===== src/rtl/preamble_tx_seq.sv =====
// 802.11a/g OFDM preamble transmit sequencer. It walks the short ROM and then the
// long ROM, and presents registered samples on a valid/ready stream.
module preamble_tx_seq #(
    parameter int SHORT_REPS = 10,
    parameter int WINDOW     = 1
) (
    input  logic               clock,
    input  logic               reset,
    input  logic               enable,
    input  logic               start,
    input  logic               skip_short,
    input  logic               abort,
    output logic [3:0]         sp_addr,
    input  logic signed [15:0] sp_i,
    input  logic signed [15:0] sp_q,
    output logic [7:0]         lp_addr,
    input  logic signed [15:0] lp_i,
    input  logic signed [15:0] lp_q,
    output logic signed [15:0] sample_i,
    output logic signed [15:0] sample_q,
    output logic               sample_valid,
    input  logic               sample_ready,
    output logic               sample_last,
    output logic               busy,
    output logic               done
);

    typedef enum logic [2:0] {IDLE, SHORT, LONG, DRAIN, DONE} state_t;

    typedef struct packed {
        logic [15:0] i;
        logic [15:0] q;
    } iq_t;

    localparam logic [7:0] SHORT_END = 8'(SHORT_REPS * 16 - 1);
    localparam logic [7:0] LONG_END  = 8'd159;

    state_t     state, state_n;
    logic [7:0] cnt, cnt_n;
    logic       first, first_n;
    iq_t        smp, smp_n, src, src_w;
    logic       valid_n, last_n, busy_n, done_n;
    logic       adv, accept;

    assign adv    = enable && (!sample_valid || sample_ready);
    assign accept = sample_valid && sample_ready;

    assign sp_addr  = (state == SHORT) ? cnt[3:0] : 4'd0;
    assign lp_addr  = (state == LONG)  ? cnt      : 8'd0;
    assign sample_i = smp.i;
    assign sample_q = smp.q;

    // The first sample of a packet is halved to soften the burst edge.
    always_comb begin
        src   = (state == LONG) ? {lp_i, lp_q} : {sp_i, sp_q};
        src_w = src;
        if (WINDOW != 0 && first) begin
            src_w.i = {src.i[15], src.i[15:1]};
            src_w.q = {src.q[15], src.q[15:1]};
        end
    end

    always_comb begin
        state_n = state;
        cnt_n   = cnt;
        first_n = first;
        smp_n   = smp;
        valid_n = sample_valid;
        last_n  = sample_last;
        busy_n  = busy;
        done_n  = 1'b0;

        if (accept) begin
            valid_n = 1'b0;
            last_n  = 1'b0;
        end

        case (state)
            IDLE: begin
                if (start) begin
                    cnt_n   = '0;
                    first_n = 1'b1;
                    busy_n  = 1'b1;
                    state_n = skip_short ? LONG : SHORT;
                end
            end
            SHORT: begin
                if (adv) begin
                    smp_n   = src_w;
                    valid_n = 1'b1;
                    first_n = 1'b0;
                    cnt_n   = cnt + 8'd1;
                    if (cnt == SHORT_END) begin
                        cnt_n   = '0;
                        state_n = LONG;
                    end
                end
            end
            LONG: begin
                if (adv) begin
                    smp_n   = src_w;
                    valid_n = 1'b1;
                    first_n = 1'b0;
                    cnt_n   = cnt + 8'd1;
                    last_n  = (cnt == LONG_END);
                    if (cnt == LONG_END)
                        state_n = DRAIN;
                end
            end
            DRAIN: begin
                if (accept) begin
                    done_n  = 1'b1;
                    state_n = DONE;
                end
            end
            DONE: begin
                busy_n  = 1'b0;
                state_n = IDLE;
            end
            default: state_n = IDLE;
        endcase

        // abort beats start and any pending load; done is suppressed
        if (abort) begin
            state_n = IDLE;
            cnt_n   = '0;
            first_n = 1'b0;
            valid_n = 1'b0;
            last_n  = 1'b0;
            busy_n  = 1'b0;
            done_n  = 1'b0;
        end
    end

    always_ff @(posedge clock) begin
        if (reset) begin
            state        <= IDLE;
            cnt          <= '0;
            first        <= 1'b0;
            smp          <= '0;
            sample_valid <= 1'b0;
            sample_last  <= 1'b0;
            busy         <= 1'b0;
            done         <= 1'b0;
        end else if (enable) begin
            state        <= state_n;
            cnt          <= cnt_n;
            first        <= first_n;
            smp          <= smp_n;
            sample_valid <= valid_n;
            sample_last  <= last_n;
            busy         <= busy_n;
            done         <= done_n;
        end
    end

endmodule


===== config.mk =====
export PLATFORM = sky130hd
export DESIGN_NAME = preamble_tx_seq
export DESIGN_NICKNAME = d
export VERILOG_FILES = /design/src/rtl/preamble_tx_seq.sv
export SDC_FILE = /design/constraint.sdc
export NUM_CORES = 1
export LEC_CHECK = 0
export CAP_MARGIN = 40
export CORE_UTILIZATION = 43
export CTS_CLUSTER_SIZE = 14
export DETAILED_ROUTE_END_ITERATION = 10
export HOLD_SLACK_MARGIN = 0.12
export PLACE_DENSITY = 0.8
export SLEW_MARGIN = 10
export SYNTH_ARGS = -nofsm -noshare
export SYNTH_HDL_FRONTEND = slang
export SYNTH_SLANG_ARGS = --single-unit

===== constraint.sdc =====
create_clock -name clock -period 2.1 [get_ports clock]
set_input_delay 0.42 -clock clock [delete_from_list [all_inputs] [get_ports clock]]
set_output_delay 0.42 -clock clock [all_outputs]
set_load 0.02 [all_outputs]

==> impl_metrics.py <==
metrics = {
    "run_status": {
        "status": "complete, no violations",
    },
    "sta": {
        "hold_viol_final": 0,
        "final.setup.tns_ns": 0,
        "period_minus_slack_ns": 1.995,
        "skew_ns": 0.008029,
        "tightest_slew_ns": 0.5516,
        "timing.fmax_mhz": 501.2,
        "setup_ws_ns": 0.1047,
        "setup-violations-final": 0,
        "hold_ws_ns": 0.4591,
        "maxSlewHeadroom_pct": 63.22,
        "final.period_utilization_pct": 95.02,
        "rsz0062_at_grt": "false",
        "finalMaxSlewViolations": 0,
    },
    "pwr": {
        "power_density_nw_per_um2": 515.3,
        "total_power_uw": 2215,
        "leakage_uw": 0.001627,
        "irDropWorstVdd_mv": 0.3245,
    },
    "finish": {
        "final_common_cell": "clkdlybuf4s50_1",
        "drive_above_1_share_pct": 11.04,
        "fill_cells": 512,
        "num-nets-final": 524,
        "synthToLayoutAreaGrowth_pct": 55.64,
        "stdcell_count": 528,
        "num_antenna_cells": 0,
        "layout_common_cells": "clkdlybuf4s50_1 (106), dfxtp_1 (46), nand2_1 (42)",
    },
    "detailed_routing": {
        "via_count": 2852,
        "dr.pass1.iters": 4,
        "drtAntennaViolNets": 0,
        "drt-initial-drc-count": 152,
        "routedWlPerCell_um": 14.84,
        "routed_wl_um": 7834,
        "viasPerCell": 5.402,
        "drc": 0,
    },
    "synth": {
        "synthFlopType": "dfxtp_1",
        "syn-cell-area_sq_um": 2761,
        "syn_inst": 320,
        "yosysSeqAreaShare_pct": 34.80,
        "yosysUniqueCellTypes": 49,
        "ys_seq_elements": 48,
        "yosysWarnings": 0,
        "synthArstFlopShare_pct": 0,
        "synth_nets": 392,
        "synth-edff-count": 0,
        "synth.avg_cell_area_sq_um": 8.629,
    },
    "global_routing": {
        "grtUsageTotal_pct": 23.21,
        "grt_max_degree": 28,
        "grt_pass1_wl_um": 12080,
        "grt_pass1_vias": 2587,
        "antenna_found_initial": 0,
        "overflow": 0,
    },
    "setup_path": {
        "cp-start-kind": "register",
        "cp-endpoint": "lp_addr[0]",
        "path_max_fanout": 4,
        "rr_worst_depth": 7,
        "reg2reg_from": "state[2]",
        "timing.rr.end": "cnt[3]",
        "startpoint": "state[2]",
        "worst-r2r-setup-slack_ns": 0.12,
        "crit_type": "register to output port",
        "critPathCaptureType": "output port",
        "worst_ep_arrival_time_ns": 1.58,
        "worstPathRequired_ns": 1.68,
    },
    "place": {
        "dpl.cell_count": 517,
        "dp_slack_ns": -0.1558,
        "hpwl_um": 5926,
        "globalplace.congestion": 0.8706,
        "numPortBuffers": 118,
    },
    "clock_network": {
        "cts_tree": "done",
        "htreeDepth": 2,
        "cts-buffers-inserted": 5,
        "cts-root-buf": "clkbuf_8",
        "holdBufCountCts": 0,
        "clock-sinks": 48,
        "insertion_delay_ns": 0.30,
        "clkTransAtPathRegs_ns": 0.10,
        "clockBufferDepth": 2,
    },
    "floorplanning": {
        "die_h_um": 82.14,
        "design.portCount": 119,
        "start_util_pct": 45.56,
        "core_sq_um": 6061,
        "design.die.area_sq_um": 6746,
        "die_w_um": 82.14,
        "rows": 28,
    },
    "run": {
        "cap_violations": 0,
    },
    "worst_hold_path": {
        "hold_class": "register to register",
    },
}
-- flip-flops by register name (all words and copies together) (netlist names) --
signal and count:
done 1, sample_q 16, cnt 8, sample_valid 1
sample_i 16, sample_last 1, state 3, busy 1
first 1
-- power breakdown --
group / switching [uW] / internal, uW
Combinational: 243 / 307
Clock: 331 / 359
Sequential: 31.6 / 943
-- area by class of cell --
class	count	area, sq um	share of cell area (%)
inverter	5	18.77	0.4367
tap	75	93.84	2.183
clock inverter	3	46.29	1.077
multi-input combinational	245	1694	39.42
timing repair buffer	147	1413	32.87
sequential	48	963.4	22.42
clock buffer	5	68.82	1.601
-- layer usage --
metal / up-vias / GRT usage, % / routed length [um]
li1: 1429 / - / -
met1: 1314 / 31.47 / 3544
met2: 107 / 38.18 / 3751
met3: 2 / 4.725 / 502
met4: 0 / 4.386 / 35
met5: - / 0 / 0
-- synth_stat cells (2+ instances only) --
cell type	count	area, sq um
nor3_1	4	20.02
buf_4	3	22.52
nand3b_1	2	15.01
buf_1	2	7.510
buf_2	7	35.03
a22o_1	4	35.03
mux2_1	3	33.78
mux4_2	2	45.04
and2_1	11	68.82
inv_2	2	7.510
nand4b_1	2	17.52
dfxtp_1	48	960.9
clkbuf_1	10	37.54
o211ai_1	6	45.04
nand2_1	42	157.7
mux2i_1	34	340.3
nand3_1	8	40.04
a21oi_1	14	70.07
nand2b_1	20	125.1
o21ai_0	7	35.03
nor2_1	18	67.56
o21ai_1	9	45.04
inv_1	3	11.26
and3_1	8	50.05
a211oi_1	4	30.03
a32o_1	18	180.2
nor2b_1	3	18.77
o31ai_1	5	37.54
-- worst max-delay path: stages, from the launching register on --
cell,delay [ns]
dfxtp_1,0.42
nor3b_4,0.27
buf_4,0.15
and2_1,0.10
dlygate4sd2_1,0.33
-- how the worst min path moves through the flow --
stage | startpoint | end | slack [ns] | cells after the start
final | sample_q[12] | sample_q[12] | 0.46 | 2
after CTS | sample_q[12] | sample_q[12] | 0.46 | 2
after detailed placement | sample_q[12] | sample_q[12] | 0.45 | 2
after global placement | sample_i[2] | sample_i[2] | 0.44 | 2
after floorplan | cnt[7] | cnt[7] | 0.45 | 1
after global routing | sample_q[2] | sample_q[2] | 0.48 | 2
-- cell families (layout without fill, tap and decap cells) --
| group | after synthesis | count (layout) | share of synthesized area, % |
|---|---|---|---|
| AO/OA/AOI/OAI | 76 | 76 | 20.21 |
| XOR/XNOR | 1 | 1 | 0.5892 |
| adder cells (fa/ha/maj) | 1 | 1 | 0.4530 |
| buffers and inverters | 28 | 160 | 4.803 |
| flip-flops | 48 | 48 | 34.80 |
| multiplexers | 39 | 39 | 15.18 |
| AND/OR/NAND/NOR | 127 | 128 | 23.97 |
-- per-stage QoR --
step | instance area [sq um] | utilization, %
after detailed placement | 4151 | 68.50
after global placement | 4151 | 68.50
after global routing | 4298 | 70.91
final | 4298 | 70.91
after CTS | 4289 | 70.77
after floorplan | 2761 | -
-- timing repair --
item                                    in CTS  in global routing
endpoints found under the setup margin      12                 11
pin swaps                                    1                  0
setup buffers                                2                  0
resized for setup                           15                  2
gates cloned                                 1                  0
No activity file was read; power rests on OpenSTA's default activity.
